## src/rtl/merge_arb.sv

```systemverilog
// Round-robin merge of N_MASTERS simple request/ready buses onto one slave bus.
// A grant is locked from selection until the slave returns ready.
module merge_arb #(
    parameter int N_MASTERS = 2,
    parameter int ADDR_W    = 32
) (
    input  logic                                clk,
    input  logic                                rst_n,
    input  logic [N_MASTERS*(ADDR_W+37)-1:0]    m_req,
    output logic [N_MASTERS*33-1:0]             m_resp,
    output logic [ADDR_W+36:0]                  s_req,
    input  logic [32:0]                         s_resp
);

    // Request slice: {valid, addr, wdata[31:0], wstrb[3:0]}; response slice: {rdata[31:0], ready}.
    localparam int REQ_W  = ADDR_W + 37;
    localparam int RESP_W = 33;
    localparam int IDX_W  = $clog2(N_MASTERS);

    typedef enum logic {
        IDLE = 1'b0,
        BUSY = 1'b1
    } state_e;

    state_e             state_q;
    logic [IDX_W-1:0]   grant_q;
    logic [IDX_W-1:0]   rr_ptr_q;

    logic [N_MASTERS-1:0] m_valid;
    logic                 any_valid;
    logic [IDX_W-1:0]     grant_d;
    logic [IDX_W-1:0]     rr_ptr_d;
    logic                 s_ready;

    assign s_ready = s_resp[0];

    always_comb begin
        for (int i = 0; i < N_MASTERS; i++) begin
            m_valid[i] = m_req[i*REQ_W + REQ_W - 1];
        end
    end

    // Lowest requester at or above rr_ptr wins; otherwise wrap to the lowest requester overall.
    always_comb begin
        logic             hi_found;
        logic [IDX_W-1:0] hi_idx;
        logic [IDX_W-1:0] lo_idx;
        // NOTE: every combinational output gets a default first so no path leaves it unassigned (no latch).
        hi_found  = 1'b0;
        hi_idx    = '0;
        lo_idx    = '0;
        any_valid = |m_valid;
        for (int i = N_MASTERS - 1; i >= 0; i--) begin
            if (m_valid[i]) begin
                lo_idx = IDX_W'(i);
                if (i >= int'(rr_ptr_q)) begin
                    hi_found = 1'b1;
                    hi_idx   = IDX_W'(i);
                end
            end
        end
        grant_d = hi_found ? hi_idx : lo_idx;
    end

    // Explicit wrap keeps the pointer below N_MASTERS for non-power-of-2 counts.
    always_comb begin
        if (grant_q == IDX_W'(N_MASTERS - 1)) begin
            rr_ptr_d = '0;
        end else begin
            rr_ptr_d = grant_q + IDX_W'(1);
        end
    end

    // NOTE: sequential state uses non-blocking assignments so all registers update together.
    always_ff @(posedge clk or negedge rst_n) begin
        if (!rst_n) begin
            state_q  <= IDLE;
            grant_q  <= '0;
            rr_ptr_q <= '0;
        end else begin
            case (state_q)
                IDLE: begin
                    if (any_valid) begin
                        grant_q <= grant_d;
                        state_q <= BUSY;
                    end
                end
                BUSY: begin
                    if (s_ready) begin
                        rr_ptr_q <= rr_ptr_d;
                        state_q  <= IDLE;
                    end
                end
                default: begin
                    state_q <= IDLE;
                end
            endcase
        end
    end

    // Data path is a pure mux on the locked grant; reset forces IDLE, which zeroes both sides at once.
    always_comb begin
        s_req  = '0;
        m_resp = '0;
        for (int i = 0; i < N_MASTERS; i++) begin
            if (state_q == BUSY && grant_q == IDX_W'(i)) begin
                s_req                      = m_req[i*REQ_W +: REQ_W];
                m_resp[i*RESP_W +: RESP_W] = s_resp;
            end
        end
    end

endmodule

```

## config.mk

```make
export PLATFORM = sky130hd
export DESIGN_NAME = merge_arb
export DESIGN_NICKNAME = d
export VERILOG_FILES = /design/src/rtl/merge_arb.sv
export SDC_FILE = /design/constraint.sdc
export NUM_CORES = 1
export LEC_CHECK = 0
export ABC_CLOCK_PERIOD_IN_PS = 2000
export CORE_AREA = 2 2 118 120
export CTS_CLUSTER_DIAMETER = 40
export DETAILED_ROUTE_END_ITERATION = 12
export DIE_AREA = 0 0 120 122
export SETUP_SLACK_MARGIN = 0.05
export SYNTH_ARGS = -nofsm -noshare
export SYNTH_HDL_FRONTEND = slang
export SYNTH_SLANG_ARGS = --single-unit
export TNS_END_PERCENT = 100
```

## constraint.sdc

```tcl
create_clock -name clk -period 2 [get_ports clk]
set_input_delay 0.2 -clock clk [delete_from_list [all_inputs] [get_ports clk]]
set_output_delay 0.2 -clock clk [all_outputs]
set_load 0.02 [all_outputs]
```

==> run metrics <==
status finished clean; top cells by area, synth mux2i_1, nor2b_1, and3_1, and2_1, dfrtp_1; final RePlAce weighted congestion 0.8041; Remaining DRCs 0; nets 712; first-pass GRT wire length 14600 µm; CTS Hold Bufs 0; kind of critical path reg -> out; DR vias/cell 3.976; Die Y 122 µm; final hold violation count 0; syn_nets 414; vias in the first global route 2868; Avg Inst Size Synth 7.725 µm²; cell row count 43; Vias 2855; CP max stage delay 0.54 ns; Reg2Reg Setup Slack 0.79 ns; Slew headroom 0.7969; Req. time, crit path 1.80 ns; initial antenna violation count 0; Tot GR Track Use 0.1229; Setup TNS Final 0 ns; clock sink count 3; RR Startpoint grant_q; crit path cell chain buf_12 > buf_16 > mux2i_1 > nor2b_1 > dlygate4sd2_1; pin count of the biggest net entering global routing 44; P_leak 2.848 nW; Clk Latency, worst-skew pair 0.22 ns; Num CTS Buffers 3; mapped cell area 1862 µm²; Worst Setup Start Kind register; Layout Cells excl Fill 718; Die W 120 µm; share of the synthesized area in the top cell type 0.3710; WL final 10180 µm; Antenna Nets Post-Route 0; Worst Tran Pin Value 0.3046 ns; max-cap violations 0; H-Tree Depth 1; Max Clock Skew 0.002337 ns; Post-DP HPWL 8368 µm; synth warn 0; post-synth top area cell mux2i_1; CP Launch Point grant_q; critical path's slowest cell dfrtp_4; CTS tree done; Hold Crit Class in -> async; Final period util 0.9483; Seq/Total Area, Yosys 0.04032; clk slew on worst S/H paths 0.03 ns; DR pass1 iterations 4; Reg-to-Reg End rr_ptr_q; CP Capture Point s_req[27]; R2R cell count 4; port buffer count 307; Final setup viols 0; Area Overhead vs Synth 176.7%; ANT cells 0; Worst setup EP type primary output; Initial Utilization 0.1379; crit-path max FO 27; Root Driver clkbuf_16; Syn Inst Count 241; routed length per instance 14.18 µm; Distinct cells, synth 19; Core Util, Final 0.3815; Ports 308; clk buf depth 2; Worst Path Arrival 1.70 ns; Final min period 1.897 ns; Max Clk Rate 527.2 MHz; total core area 13500 µm²; DR iter-0 viols 37; GRT Residual Overflow 0; RSZ-0062 raised after global routing true; Die ar. 14640 µm²; Max Slew Vio Count 0; share of layout cells above drive strength 1 0.05204; synthesized flop and latch total 3; dpl cells 711; # fillers 1397; VDD IR-drop max 370.7 µV; pwr dens 570.1 nW/µm²
[final cells by class]
| class | instances | area (µm²) | share of cell area |
|---|---|---|---|
| Clock buffer | 4 | 78.83 | 0.01530 |
| Sequential cell | 3 | 80.08 | 0.01554 |
| Tap cell | 180 | 225.2 | 0.04371 |
| Multi-Input combinational cell | 212 | 1594 | 0.3094 |
| Timing Repair Buffer | 319 | 3174 | 0.6161 |
[cells in the mapped netlist, drive strengths merged]
library cell  instances
and3                 33
o31a                  1
and2b                 1
dfrtp                 3
clkbuf               14
nor2b                71
and2                 32
a2bb2oi               1
nor2                  1
nand2                 2
a22o                  1
buf                  12
mux2i                69
[state kept, by name, indices dropped and copies added, names as in the netlist]
| register | count |
|---|---|
| state_q | 1 |
| grant_q | 1 |
| rr_ptr_q | 1 |
[worst max-delay path, delay by kind of cell, from the launching register on]
family,cells,cell delay (ns)
and+or+nand+nor,1,0.11
DFF,1,0.54
muxes,1,0.14
buffers and inverters,3,0.67
[power breakdown]
group / switching (mW) / internal (mW)
Sequential: 0.0290 / 0.0788
Clock: 0.0494 / 0.263
Combinational: 1.24 / 1.28
Total: 1.32 / 1.62
[cells in the final DEF, fill, tap and decap left out, drive strengths merged]
| cell type | count |
|---|---|
| clkdlybuf4s50 | 174 |
| dlygate4sd2 | 77 |
| nor2b | 71 |
| mux2i | 69 |
| and3 | 33 |
| and2 | 32 |
| dlymetal6s2s | 25 |
| clkdlybuf4s15 | 21 |
| clkbuf | 14 |
| buf | 12 |
| dfrtp | 3 |
| nand2 | 2 |
| nor2 | 1 |
| o31a | 1 |
| and2b | 1 |
| a2bb2oi | 1 |
| a22o | 1 |
[routing by layer]
metal / GRT usage / vias to the layer above / share of wire
li1: - / 1407 / -
met1: 0.1256 / 1264 / 0.35
met2: 0.2415 / 176 / 0.53
met3: 0.03886 / 8 / 0.10
met4: 0.02794 / 0 / 0.012
met5: 0 / - / 0
[timing repair]
item | CTS | global route
buffers inserted | 2 | 1
gates resized for setup | 108 | 67
hold endpoints to repair | 0 | 0
setup endpoints to repair | 131 | 74
cloned | 0 | 0
[metrics by stage]
stage	cell area [µm²]	hold WS (ns)	total power [mW]	setup WS, ns
detailed placement	5102	0.3999	2.829	0.08678
floorplan	1862	-0.09559	1.567	0.5936
global route	5152	0.1806	3.122	0.04056
global placement	5102	0.3958	2.811	0.1084
CTS	5086	0.1743	2.960	0.006041
finish	5152	0.1695	2.937	0.1034
[worst min path at each step]
stage          endpoint  slack, ns  cells after the start
3_5_place_dp    grant_q       0.40                      1
3_3_place_gp    grant_q       0.40                      1
2_1_floorplan   grant_q       -0.1                      0
4_1_cts         grant_q       0.17                      1
6_report        grant_q       0.17                      1
5_1_grt         grant_q       0.18                      1
[kinds of logic after synthesis]
group           count (synthesis)  synth area share
simple gates                  140            0.4711
flops                           3           0.04032
mux                            69            0.3710
compound gates                  3           0.01412
buf+inv                        26            0.1035
No activity file was read; power rests on OpenSTA's default activity.
